--- src/rtl/boreal_ledger_pkg.sv ---
`default_nettype none
// ============================================================================
// Module   : boreal_ledger_pkg
// Brief    : Ledger slave register map, error codes and entry geometry.
// Revision : 1.0
// ============================================================================
package boreal_ledger_pkg;

    localparam int unsigned c_WORD_W       = 32;
    localparam int unsigned c_DEF_RD_WORDS = 4;
    localparam int unsigned c_ENTRY_W      = c_WORD_W * c_DEF_RD_WORDS;

    localparam logic [31:0] c_OFF_IDX      = 32'h00;
    localparam logic [31:0] c_OFF_DEPTH    = 32'h04;
    localparam logic [31:0] c_OFF_RD_ADDR  = 32'h08;
    localparam logic [31:0] c_OFF_RD_DATA0 = 32'h0C;

    localparam logic [2:0] c_ERR_OK      = 3'd0;
    localparam logic [2:0] c_ERR_RANGE   = 3'd1;
    localparam logic [2:0] c_ERR_STALE   = 3'd2;
    localparam logic [2:0] c_ERR_TIMEOUT = 3'd3;
    localparam logic [2:0] c_ERR_ABORT   = 3'd4;

    function automatic logic [31:0] word_offset(input logic [7:0] k);
        return c_OFF_RD_DATA0 + {22'd0, k, 2'b00};
    endfunction

endpackage
`default_nettype wire

--- src/rtl/boreal_mmio_master_port.sv ---
`default_nettype none
// ============================================================================
// Module   : boreal_mmio_master_port
// Brief    : Single-access MMIO sequencer: holds sel/addr/wr/wdata until ack,
//            gives up after ACK_TIMEOUT unacknowledged cycles.
// Revision : 1.0
// ============================================================================
module boreal_mmio_master_port #(
    parameter int unsigned ACK_TIMEOUT = 16
) (
    input  logic        clk,
    input  logic        rst_n,
    input  logic        i_req,
    input  logic        i_wr,
    input  logic [31:0] i_addr,
    input  logic [31:0] i_wdata,
    input  logic        i_cancel,
    output logic        o_access_done,
    output logic        o_timeout,
    output logic [31:0] o_rdata,
    output logic        o_m_sel,
    output logic        o_m_wr,
    output logic [31:0] o_m_addr,
    output logic [31:0] o_m_wdata,
    input  logic [31:0] i_m_rdata,
    input  logic        i_m_ack
);

    localparam int unsigned           c_WAIT_W    = $clog2(ACK_TIMEOUT + 1);
    localparam logic [c_WAIT_W-1:0]   c_WAIT_LAST = c_WAIT_W'(ACK_TIMEOUT - 1);

    logic                r_sel;
    logic                r_wr;
    logic [31:0]         r_addr;
    logic [31:0]         r_wdata;
    logic [c_WAIT_W-1:0] r_wait;

    assign o_access_done = r_sel && i_m_ack && !i_cancel;
    assign o_timeout     = r_sel && !i_m_ack && !i_cancel && (r_wait == c_WAIT_LAST);
    assign o_rdata       = i_m_rdata;
    assign o_m_sel       = r_sel;
    assign o_m_wr        = r_wr;
    assign o_m_addr      = r_addr;
    assign o_m_wdata     = r_wdata;

    // A new request may be launched in the same cycle the previous one is acked.
    always_ff @(posedge clk or negedge rst_n) begin
        if (!rst_n) begin
            r_sel   <= 1'b0;
            r_wr    <= 1'b0;
            r_addr  <= '0;
            r_wdata <= '0;
            r_wait  <= '0;
        end else if (i_cancel) begin
            r_sel  <= 1'b0;
            r_wait <= '0;
        end else if (i_req) begin
            r_sel   <= 1'b1;
            r_wr    <= i_wr;
            r_addr  <= i_addr;
            r_wdata <= i_wdata;
            r_wait  <= '0;
        end else if (o_access_done || o_timeout) begin
            r_sel <= 1'b0;
        end else if (r_sel) begin
            r_wait <= r_wait + 1'b1;
        end
    end

endmodule
`default_nettype wire

--- src/rtl/boreal_ledger_replay.sv ---
`default_nettype none
// ============================================================================
// Module   : boreal_ledger_replay
// Brief    : Replays a range of committed ledger entries read over MMIO onto
//            a valid/ready stream tagged with the ledger index.
// Revision : 1.0
// ============================================================================
module boreal_ledger_replay
    import boreal_ledger_pkg::*;
#(
    parameter logic [31:0] BASE        = 32'h0,
    parameter int unsigned DEPTH       = 1024,
    parameter int unsigned RD_WORDS    = c_DEF_RD_WORDS,
    parameter int unsigned SETTLE      = 1,
    parameter int unsigned ACK_TIMEOUT = 16
) (
    input  logic                     clk,
    input  logic                     rst_n,
    input  logic                     start,
    input  logic [31:0]              start_idx,
    input  logic [31:0]              count,
    input  logic                     abort,
    output logic                     busy,
    output logic                     done,
    output logic [2:0]               err,
    output logic                     m_sel,
    output logic                     m_wr,
    output logic [31:0]              m_addr,
    output logic [31:0]              m_wdata,
    input  logic [31:0]              m_rdata,
    input  logic                     m_ack,
    output logic                     out_valid,
    input  logic                     out_ready,
    output logic [32*RD_WORDS-1:0]   out_data,
    output logic [31:0]              out_index,
    output logic                     out_last
);

    typedef enum logic [2:0] {
        S_IDLE, S_RD_IDX, S_CHECK, S_SET_ADDR, S_SETTLE, S_RD_WORD, S_OUT, S_FIN
    } state_e;

    localparam logic [7:0] c_SETTLE = 8'(SETTLE);
    localparam logic [7:0] c_LAST_K = 8'(RD_WORDS - 1);

    state_e                  r_state;
    logic [31:0]             r_start_idx;
    logic [31:0]             r_count;
    logic [31:0]             r_cur_idx;
    logic [31:0]             r_n;
    logic [7:0]              r_k;
    logic [7:0]              r_settle;
    logic                    r_busy;
    logic                    r_done;
    logic [2:0]              r_err;
    logic                    r_out_valid;
    logic [32*RD_WORDS-1:0]  r_out_data;
    logic [31:0]             r_out_index;
    logic                    r_out_last;

    logic        w_req;
    logic        w_wr;
    logic [31:0] w_addr;
    logic [31:0] w_wdata;
    logic        w_acc_done;
    logic        w_timeout;
    logic [31:0] w_rdata;
    logic        w_abort;
    logic [31:0] w_span;
    logic        w_range;
    logic        w_stale;
    logic        w_fail;
    logic [2:0]  w_fail_err;

    assign w_abort    = abort && r_busy;
    assign w_span     = r_cur_idx - r_start_idx;
    assign w_range    = (r_start_idx >= r_cur_idx) || (r_count > w_span);
    assign w_stale    = w_span > 32'(DEPTH);
    assign w_fail     = w_timeout || ((r_state == S_CHECK) && (w_range || w_stale));
    assign w_fail_err = w_timeout ? c_ERR_TIMEOUT : (w_range ? c_ERR_RANGE : c_ERR_STALE);

    // Next bus access is decided in the cycle the previous one completes so
    // that back-to-back accesses carry no idle gap.
    always_comb begin
        w_req   = 1'b0;
        w_wr    = 1'b0;
        w_addr  = BASE + c_OFF_IDX;
        w_wdata = '0;
        if (!w_abort) begin
            case (r_state)
                S_IDLE: w_req = start && (count != 32'd0);
                S_CHECK: if (!w_range && !w_stale) begin
                    w_req   = 1'b1;
                    w_wr    = 1'b1;
                    w_addr  = BASE + c_OFF_RD_ADDR;
                    w_wdata = r_start_idx + r_n;
                end
                S_SET_ADDR: if (w_acc_done && (c_SETTLE == 8'd0)) begin
                    w_req  = 1'b1;
                    w_addr = BASE + word_offset(8'd0);
                end
                S_SETTLE: if (r_settle == c_SETTLE) begin
                    w_req  = 1'b1;
                    w_addr = BASE + word_offset(8'd0);
                end
                S_RD_WORD: if (w_acc_done && (r_k != c_LAST_K)) begin
                    w_req  = 1'b1;
                    w_addr = BASE + word_offset(r_k + 8'd1);
                end
                S_OUT: if (out_ready && !r_out_last) begin
                    w_req   = 1'b1;
                    w_wr    = 1'b1;
                    w_addr  = BASE + c_OFF_RD_ADDR;
                    w_wdata = r_start_idx + r_n + 32'd1;
                end
                default: ;
            endcase
        end
    end

    boreal_mmio_master_port #(
        .ACK_TIMEOUT (ACK_TIMEOUT)
    ) u_port (
        .clk           (clk),
        .rst_n         (rst_n),
        .i_req         (w_req),
        .i_wr          (w_wr),
        .i_addr        (w_addr),
        .i_wdata       (w_wdata),
        .i_cancel      (w_abort),
        .o_access_done (w_acc_done),
        .o_timeout     (w_timeout),
        .o_rdata       (w_rdata),
        .o_m_sel       (m_sel),
        .o_m_wr        (m_wr),
        .o_m_addr      (m_addr),
        .o_m_wdata     (m_wdata),
        .i_m_rdata     (m_rdata),
        .i_m_ack       (m_ack)
    );

    always_ff @(posedge clk or negedge rst_n) begin
        if (!rst_n) begin
            r_state     <= S_IDLE;
            r_start_idx <= '0;
            r_count     <= '0;
            r_cur_idx   <= '0;
            r_n         <= '0;
            r_k         <= '0;
            r_settle    <= '0;
            r_busy      <= 1'b0;
            r_done      <= 1'b0;
            r_err       <= c_ERR_OK;
            r_out_valid <= 1'b0;
            r_out_data  <= '0;
            r_out_index <= '0;
            r_out_last  <= 1'b0;
        end else begin
            r_done <= 1'b0;
            if (w_abort || w_fail) begin
                r_state     <= S_FIN;
                r_busy      <= 1'b0;
                r_done      <= 1'b1;
                r_err       <= w_abort ? c_ERR_ABORT : w_fail_err;
                r_out_valid <= 1'b0;
                r_out_last  <= 1'b0;
            end else begin
                case (r_state)
                    S_IDLE: if (start) begin
                        r_start_idx <= start_idx;
                        r_count     <= count;
                        r_n         <= '0;
                        r_err       <= c_ERR_OK;
                        if (count == 32'd0) begin
                            r_state <= S_FIN;
                            r_done  <= 1'b1;
                        end else begin
                            r_state <= S_RD_IDX;
                            r_busy  <= 1'b1;
                        end
                    end
                    S_RD_IDX: if (w_acc_done) begin
                        r_cur_idx <= w_rdata;
                        r_state   <= S_CHECK;
                    end
                    S_CHECK: r_state <= S_SET_ADDR;
                    S_SET_ADDR: if (w_acc_done) begin
                        r_k      <= '0;
                        r_settle <= 8'd1;
                        r_state  <= (c_SETTLE == 8'd0) ? S_RD_WORD : S_SETTLE;
                    end
                    S_SETTLE: begin
                        if (r_settle == c_SETTLE) begin
                            r_state <= S_RD_WORD;
                        end else begin
                            r_settle <= r_settle + 8'd1;
                        end
                    end
                    S_RD_WORD: if (w_acc_done) begin
                        r_out_data[c_WORD_W*r_k +: c_WORD_W] <= w_rdata;
                        if (r_k == c_LAST_K) begin
                            r_out_valid <= 1'b1;
                            r_out_index <= r_start_idx + r_n;
                            r_out_last  <= (r_n == r_count - 32'd1);
                            r_state     <= S_OUT;
                        end else begin
                            r_k <= r_k + 8'd1;
                        end
                    end
                    S_OUT: if (out_ready) begin
                        r_out_valid <= 1'b0;
                        r_out_last  <= 1'b0;
                        r_n         <= r_n + 32'd1;
                        if (r_out_last) begin
                            r_state <= S_FIN;
                            r_busy  <= 1'b0;
                            r_done  <= 1'b1;
                        end else begin
                            r_state <= S_SET_ADDR;
                        end
                    end
                    S_FIN: r_state <= S_IDLE;
                    default: r_state <= S_IDLE;
                endcase
            end
        end
    end

    assign busy      = r_busy;
    assign done      = r_done;
    assign err       = r_err;
    assign out_valid = r_out_valid;
    assign out_data  = r_out_data;
    assign out_index = r_out_index;
    assign out_last  = r_out_last;

endmodule
`default_nettype wire

--- config.mk ---
export PLATFORM = sky130hd
export DESIGN_NAME = boreal_ledger_replay
export DESIGN_NICKNAME = d
export VERILOG_FILES = /design/src/rtl/boreal_ledger_pkg.sv /design/src/rtl/boreal_mmio_master_port.sv /design/src/rtl/boreal_ledger_replay.sv
export SDC_FILE = /design/constraint.sdc
export NUM_CORES = 1
export LEC_CHECK = 0
export ABC_CLOCK_PERIOD_IN_PS = 12900
export CAP_MARGIN = 20
export CORE_ASPECT_RATIO = 2
export CORE_MARGIN = 4
export CORE_UTILIZATION = 55
export DETAILED_ROUTE_END_ITERATION = 6
export PLACE_DENSITY = 0.82
export REMOVE_ABC_BUFFERS = 1
export SYNTH_ARGS = -nofsm -noshare
export SYNTH_HDL_FRONTEND = slang
export SYNTH_SLANG_ARGS = --single-unit
--- constraint.sdc ---
create_clock -name clk -period 12.9 [get_ports clk]
set_input_delay 2.58 -clock clk [delete_from_list [all_inputs] [get_ports clk]]
set_output_delay 2.58 -clock clk [all_outputs]
set_load 0.02 [all_outputs]
; Word-level counts from Yosys, hierarchy flattened
; Cells that the tools add are included.
[classes]
n_addsub = 10
order_cmp = 3
n_eq_ne = 28
shift = 2
mux = 71
bitwise = 2
reduce_logical = 46
[ops]
columns = op, n
row1 = $bwmux W128, 1
row2 = $mux W32, 4
row3 = $pmux W32 S2, 2
row4 = $shift A32 B34 Y128 const A, 1
row5 = $shiftx A32 B34 Y128, 1
row6 = $add A32 B1 Y32 const B, 2
row7 = $pmux W11 S4, 1
row8 = $mux W3, 14
row9 = $mux W8, 5
row10 = $neg A13 Y34, 1
row11 = $add A32 B32 Y32, 1
row12 = $eq A32 B32 Y1, 1
row13 = $ge A32 B32 Y1, 1
row14 = $gt A32 B11 Y1 const B, 1
row15 = $gt A32 B32 Y1, 1
row16 = $logic_not A32 Y1, 1
row17 = $pmux W8 S2, 2
row18 = $reduce_bool A32 Y1, 1
row19 = $sub A32 B1 Y32 const B, 1
row20 = $sub A32 B32 Y32, 1
row21 = $mux W1, 25
row22 = $pmux W3 S8, 1
row23 = $mux W5, 4
row24 = $ne A3 B3 Y1 const B, 6
row25 = other kinds (31), 83
[word_totals]
regBits = 385
output_inout_bits = 233
wordCells = 181

; Logic depth before layout (Yosys ltp)
; Gate-level depths: netlist of the first run.
[depth]
ltp_word = 10
mapped_depth = 26
ltp_nobuf = 24

; By module
; A second synthesis of the first run with hierarchy kept.
[unflattened]
hier_cells = 2404
area_unflattened_um2 = 23605.1
[modules_own_cells]
columns = module, n_inst, cells_each, area_per_inst_um2
row1 = boreal_ledger_replay, 1, 2200, 20323.2
row2 = boreal_mmio_master_port, 1, 204, 3281.9

; Worst setup path after synthesis of the first run
; OpenSTA, ideal clock, no wires.
[synth_path]
path_type = register -> register
from = reg r_start_idx[18]
to = reg u_port.r_wdata[14] (netlist: u_port.o_m_wdata[14])
arrival_time_ps = 5316
required_ps = 12776
setup_slack_ps = 7460
path_stages_with_launch = 26
path_buffers = 3
path_cell_list = dfrtp_1 inv_1 ha_1 clkbuf_1 a21oi_1 o21ai_1 a21oi_1 nor2_1 a211oi_1 a21oi_2 nor4_1 nor3_2 ha_1 nand4_1 or4_1 nor3_1 a21oi_1 or3_1 a21o_1 nor4_1 nand4_1 nor4_1 a21oi_1 buf_6 buf_6 o31a_1
[synth_via]
elab_chain_len = 9
[synth_rtl]
columns = element, line_no
row1 = "start, declared", boreal_ledger_replay.sv:47  ; logic [31:0] r_start_idx;
row2 = "start signal, assigned", boreal_ledger_replay.sv:170  ; r_start_idx <= start_idx;
row3 = $sub A32 B32 Y32, boreal_ledger_replay.sv:76  ; assign w_span = r_cur_idx - r_start_idx;
row4 = $gt A32 B32 Y1, boreal_ledger_replay.sv:77  ; assign w_range = (r_start_idx >= r_cur_idx) || (r_count > w_span);
row5 = $logic_or A1 B1 Y1, boreal_ledger_replay.sv:77
row6 = $logic_not A1 Y1, boreal_ledger_replay.sv:92  ; S_CHECK: if (!w_range && !w_stale) begin
row7 = $logic_and A1 B1 Y1 (*), boreal_ledger_replay.sv:92
row8 = $mux W1, boreal_ledger_replay.sv:92
row9 = $pmux W1 S5, boreal_ledger_replay.sv:90  ; case (r_state)
row10 = $mux W1, boreal_ledger_replay.sv:89  ; if (!w_abort) begin
row11 = $reduce_and A2 Y1 (no source line), -
row12 = "end signal, assigned", boreal_mmio_master_port.sv:61  ; r_wdata <= i_wdata;
row13 = "end, declared", boreal_mmio_master_port.sv:35  ; logic [31:0] r_wdata;
; Every way passes the cells marked *; elsewhere a longest branch is shown, timed or not.
; A chain may end at the register's enable or synchronous reset.

; Worst setup path in the final report of the first run
[layout_path]
from = reg r_start_idx[16]
to = reg u_port.r_wdata[29] (netlist: u_port.o_m_wdata[29])
[layout_via]
elab_chain_len = 9
[layout_rtl]
columns = element, line_no
row1 = $sub A32 B32 Y32, boreal_ledger_replay.sv:76
row2 = $gt A32 B32 Y1, boreal_ledger_replay.sv:77
row3 = $logic_or A1 B1 Y1, boreal_ledger_replay.sv:77
row4 = $logic_not A1 Y1, boreal_ledger_replay.sv:92
row5 = $logic_and A1 B1 Y1, boreal_ledger_replay.sv:92
row6 = $mux W1, boreal_ledger_replay.sv:92
row7 = $pmux W1 S5, boreal_ledger_replay.sv:90
row8 = $mux W1, boreal_ledger_replay.sv:89
row9 = $reduce_and A2 Y1 (no source line), -
; Several ways; a longest one is shown, not always the timed one.

==> flow_summary_export.csv, run 1 <==
group,metric,value,unit
outcome,run_status,"finished clean",
drt,postRouteAntennaNets,0,
timing,rsz0062_at_grt,"false",
timing,hold_viol,0,
critical_path,critical_path_class,"reg2reg",
clock_tree,cts_buffers,35,
clock_tree,clk-insertion-delay-late,540,ps
critical_path,end_kind,"flip-flop",
timing,final_max_slew_viol_count,0,
place,hpwlAfterDp,53600,um
finish,drive_gt1_frac,0.104,
clock_tree,cts_hold_buf,0,
logic_synthesis,synth_top_area_cell,"dfrtp_1",
timing,fmax,0.135,GHz
logic_synthesis,ys_warn_count,0,
place,dpl_cell_area,25800,um^2
place,port_buffers,311,
critical_path,path_cells,"inv_1 -> ha_1 -> a21oi_1 -> o21ai_1 -> a21oi_1 -> nor2_1 -> a211oi_1 -> a21oi_2 -> nor4_1 -> nor3_2 -> ha_1 -> nand4_1 -> or4_1 -> nor3_1 -> a21oi_1 -> or3_1 -> a21o_1 -> nand4b_1 -> nand4bb_1 -> and4b_1 -> nand2_2 -> o32a_1 -> o21ai_1",
finish,fin_area,27000,um^2
global_routing,grt_pass1_vias,20400,
critical_path,worstSetupPathDepth,23,
timing,fin_setup_tns,0,ps
logic_synthesis,synth_edf_count,0,
logic_synthesis,synthesis.area,22500,um^2
logic_synthesis,synth_most_common_cell,"dfrtp_1",
finish,antenna_cells,0,
place,dp.cells,3187,
clock_tree,htree_levels,2,
global_routing,grt.total_usage,0.312,
clock_tree,cts.path.max_buffers,3,
logic_synthesis,syn-instance-count,2450,
critical_path,cp_slowest_cell,"and4b_1",
timing,worst_slew_pin_slew,1050,ps
clock_tree,cts_sinks,362,
critical_path,critPathArrivalTime,7860,ps
power,p_leak,11.8,nW
clock_tree,cts-resized-gates,0,
critical_path,cp_max_fo,26,
floorplan,initial_core_util,0.557,
logic_synthesis,synth_top_area_frac,0.403,
logic_synthesis,ys_async_sr_fraction,1.00,
finish,fin_cells,3251,
job,max-cap-violations,0,
drt,first_pass_iters,5,
finish,nFillCells,3249,
critical_path,ff2ff_path_depth,23,
floorplan,core,40300,um^2
drt,routed_wl,69700,um
global_routing,grt_max_degree,164,
critical_path,start_kind,"flip-flop",
floorplan,dieArea,44300,um^2
critical_path,worst_path_largest_cell_delay,820,ps
power,power.ir.vdd_worst,0.000140,V
floorplan,dieWidth,151,um
logic_synthesis,syn_avg_cell_area,9.16,um^2
power,cellPowerDensity,228,nW/um^2
critical_path,critPathMostFrequentCell,"a21oi_1",
drt,drt_iter0_markers,1226,
timing,slew_headroom,0.290,
finish,fin_nets,2905,
drt,drc,0,
timing,setup_viol,0,
timing,finalCritPeriodShare,0.575,
global_routing,grt_pass1_wl,109000,um
logic_synthesis,ys_types,104,
clock_tree,cts_tree,"built",
place,gp_congestion,1.01,
clock_tree,cts_root_buf,"clkbuf_16",
finish,syn2layout_area_growth,20.4,%
global_routing,grt_overflow,0,
drt,post_drt_wl_per_cell,21.4,um
logic_synthesis,synth_area_leaders,"dfrtp_1 40%, mux2_2 7.3%, ha_1 5.9%, nand2_1 5.4%, o21ai_0 4.9%",
logic_synthesis,synthTopCellsByCount,"362 x dfrtp_1, 325 x nand2_1, 218 x o21ai_0",
logic_synthesis,dominantRegCellSynth,"dfrtp_1",
worst_hold_path,min_path_type,"reg2reg",
power,finalPower,6.17,mW
critical_path,path_delay_family,"simple AND/OR/NAND/NOR gates",
worst_hold_path,holdPathStages,1,
drt,detail_route.vias_per_cell,6.19,
timing,clock_skew,23.1,ps
critical_path,path_buf_inv,1,
floorplan,num_rows,104,
clock_tree,path_clk_slew,60,ps
critical_path,cp.required,13350,ps
clock_tree,cts_setup_buffers,0,
floorplan,io_pins,335,
timing,fin_crit,7410,ps
logic_synthesis,yosysSeqAreaShare,0.403,
logic_synthesis,ys_ff_latch,362,
global_routing,antenna_found_initial,0,
drt,dr_total_vias,20100,
floorplan,die_y,294,um
-- layout make-up --
type / instances / area [um^2] / share of cell area
flip-flops and latches: 362 / 9060 / 0.335
clock buffers: 51 / 1040 / 0.0384
clock inverters: 11 / 189 / 0.00699
inverters: 82 / 308 / 0.0114
repair buffers: 329 / 3280 / 0.121
multi-input cells: 1886 / 12500 / 0.462
well taps: 530 / 663 / 0.0245
-- flip-flops by register name, summed over array words and instances (netlist names) --
signal and flops:
err 3, u_port.o_m_wr 1, r_state 3, r_count 32, r_start_idx 32, r_k 8
r_n 32, out_index 32, u_port.o_m_addr 9, u_port.o_m_sel 1, out_last 1, out_data 128
done 1, out_valid 1, u_port.o_m_wdata 32, r_cur_idx 32, busy 1, u_port.r_wait 5
r_settle 8
-- final timing paths --
check	start	end	slack, ps
max	r_start_idx[16]	u_port.o_m_wdata[29]	5490
min	u_port.o_m_wdata[28]	u_port.o_m_wdata[28]	480
max reg2reg	r_start_idx[16]	u_port.o_m_wdata[29]	5490
min reg2reg	u_port.o_m_wdata[28]	u_port.o_m_wdata[28]	480
max in group asynchronous	rst_n	err[2]	9160
min in group asynchronous	rst_n	out_data[32]	2110
-- per-layer routing --
metal	GRT usage	wire, um	up-vias
li1	-	-	9295
met1	0.337	24000	9668
met2	0.553	35700	888
met3	0.0492	4370	260
met4	0.209	5640	0
met5	0	0	-
-- logic make-up after synthesis --
logic type,after synthesis,share of synthesized area
and+or+nand+nor,866,0.190
xor gates and xnor gates,118,0.0460
other,1,0.000167
adders and majority gates,107,0.0603
DFF,362,0.403
buffers and inverters,224,0.0456
muxes,156,0.0777
AOI/OAI and AO/OA,616,0.176
-- where the power goes --
part	switching, mW	total, mW	leakage, nW	internal [mW]
combinational	2.09	3.40	6.36	1.32
sequential	0.280	1.65	4.84	1.37
clock	0.455	1.12	0.596	0.661
total	2.82	6.17	11.8	3.35
-- through the flow --
stage	hold WS, ps	setup slack, ps	util
floorplan	472	5400	-
global placement	460	5930	0.639
detailed placement	465	5690	0.639
CTS	479	5630	0.669
global route	490	5160	0.670
finish	476	5490	0.670
-- cell usage in the layout (no fill, tap or decap), types with 28 or more instances in the layout --
cell type,instances
a21o_1,28
a21oi_1,130
and3_1,31
clkbuf_16,37
clkdlybuf4s50_1,310
dfrtp_1,362
ha_1,105
inv_1,81
mux2_2,145
nand2_1,325
nand2b_1,28
nand3_1,68
nand4_1,56
nor2_1,154
nor3_1,40
nor4_1,32
o21ai_0,218
xnor2_1,56
xor2_1,62
No activity file was read; power rests on OpenSTA's default activity.
==> inputs of run 2 (changes only) <==
Settings changed: ABC_CLOCK_PERIOD_IN_PS 12900 to 7000.
Clock period 12.9 ns to 7 ns, I/O delays scaled along.
==> flow_summary_export.csv, run 2 (same netlist as run 1, synthesis figures left out) <==
group,metric,value,unit
floorplan,dieArea,44300,um^2
drt,dr_total_vias,20100,
critical_path,critical_path_class,"reg2reg",
floorplan,die_y,294,um
place,port_buffers,311,
drt,detail_route.vias_per_cell,6.17,
critical_path,cp_max_fo,59,
worst_hold_path,hold_start,"u_port.o_m_wdata[19]",
clock_tree,clk-insertion-delay-late,540,ps
finish,final_common_cell,"dfrtp_1",
timing,fmax,0.149,GHz
critical_path,startpoint,"r_start_idx[12]",
place,dpl_cell_area,25800,um^2
critical_path,end_kind,"flip-flop",
timing,hold_viol,0,
timing,fin_crit,6710,ps
power,p_int,6.10,mW
clock_tree,path_clk_slew,70,ps
drt,routed_wl,70400,um
critical_path,cp.required,7410,ps
floorplan,num_rows,104,
critical_path,critPathArrivalTime,7130,ps
timing,final_max_slew_viol_count,0,
power,swShare,0.460,
place,gp_congestion,0.941,
critical_path,r2r-start,"r_start_idx[12]",
power,power.share.combinational,0.556,
finish,register_area,9060,um^2
clock_tree,cts.path.max_buffers,3,
power,seqPwrFrac,0.270,
finish,multiInputGateArea,12500,um^2
finish,largest_reg_flops,128,
drt,drc,0,
floorplan,core,40300,um^2
drt,post_drt_wl_per_cell,21.7,um
outcome,run_status,"finished clean",
global_routing,grt_pass1_vias,20200,
finish,fin_area,27000,um^2
timing,setup_viol,0,
timing,finalCritPeriodShare,0.959,
critical_path,start_kind,"flip-flop",
timing,slew_headroom,0.340,
floorplan,io_pins,335,
power,p_leak,11.8,nW
global_routing,grt.total_usage,0.315,
floorplan,dieWidth,151,um
drt,route.met2.wl,36200,um
finish,fin_nets,2907,
clock_tree,cts_hold_buf,0,
job,max-cap-violations,0,
drt,wl_met1,24500,um
timing,clock_skew,17.9,ps
finish,syn2layout_area_growth,20.2,%
finish,antenna_cells,0,
place,place_ws,154,ps
clock_tree,cts_buffers,34,
timing,worst_slack,286,ps
clock_tree,cts_root_buf,"clkbuf_16",
finish,nFillCells,3305,
finish,layout_common_cells,"362 x dfrtp_1, 325 x nand2_1, 310 x clkdlybuf4s50_1",
global_routing,grt_overflow,0,
global_routing,grt_pass1_wl,110000,um
power,power.ir.vdd_worst,0.000243,V
floorplan,initial_core_util,0.557,
power,cellPowerDensity,418,nW/um^2
place,hpwlAfterDp,54300,um
timing,fin_setup_tns,0,ps
power,finalPower,11.3,mW
global_routing,grt_max_degree,170,
power,power_switching,5.20,mW
timing,worst_slew_pin_slew,990,ps
global_routing,antenna_found_initial,1,
clock_tree,cts_tree,"built",
drt,drt_iter0_markers,1367,
clock_tree,htree_levels,2,
finish,drive_gt1_frac,0.104,
drt,first_pass_iters,6,
worst_hold_path,holdPathStages,1,
power,p_clk_frac,0.174,
worst_hold_path,min_path_type,"reg2reg",
clock_tree,cts_sinks,362,
drt,top_layer_used,"met4",
critical_path,ff2ff_path_depth,22,
drt,routed-wl-met3,4130,um
drt,postRouteAntennaNets,0,
run 2: final timing paths:
| path | end | slack, ps |
|---|---|---|
| setup / recovery | u_port.o_m_wdata[8] | 290 |
| hold / removal | u_port.o_m_wdata[19] | 480 |
| setup reg to reg | u_port.o_m_wdata[8] | 290 |
| hold reg to reg | u_port.o_m_wdata[19] | 480 |
| max in group asynchronous | out_index[28] | 4610 |
| min in group asynchronous | out_data[38] | 890 |
run 2: cell type report:
type / count / area share
Timing Repair Buffer: 332 / 0.123
Sequential cell: 362 / 0.336
Multi-Input combinational cell: 1886 / 0.463
Tap cell: 530 / 0.0246
Inverter: 82 / 0.0114
Clock inverter: 9 / 0.00491
Clock buffer: 50 / 0.0380
run 2: repair_timing:
action                                  in CTS  in global routing
resized for setup                            0                  2
endpoints found under the setup margin       0                 34
setup buffers                                0                  0
run 2: worst max-delay path, stage by stage, from the launching register on:
cell and delay [ps]:
dfrtp_1 370, inv_1 60, ha_1 470, a21oi_1 140, o31ai_1 620, a22oi_1 320, a211o_1 380, a21oi_2 170
o21a_1 160, nor3_2 50, ha_1 330, nand4_1 180, or4_1 630, nor3_1 160, a21oi_1 50, or3_1 380
a21o_1 220, nor4_1 300, nand4_1 210, nor4_2 470, a21oi_4 240, buf_12 250, mux2_1 350
run 2: power by group through the flow:
stage | sequential, mW | clock [mW] | combinational [mW]
floorplan | 3.04 | 0 | 4.21
CTS | 3.04 | 1.99 | 6.19
global route | 3.10 | 2.07 | 6.88
global placement | 3.05 | 0 | 5.97
detailed placement | 3.07 | 0 | 6.14
finish | 3.05 | 1.96 | 6.28
run 2: per-layer routing:
| layer | vias up | global-route usage |
|---|---|---|
| met5 | - | 0 |
| met4 | 0 | 0.200 |
| met3 | 282 | 0.0461 |
| met2 | 854 | 0.563 |
| met1 | 9651 | 0.342 |
| li1 | 9282 | - |
run 2: through the flow:
step                hold slack, ps  cells  utilization
floorplan                      472   2330            -
global placement               460   3191        0.640
detailed placement             466   3191        0.640
CTS                            480   3250        0.669
global route                   491   3251        0.669
finish                         477   3251        0.669
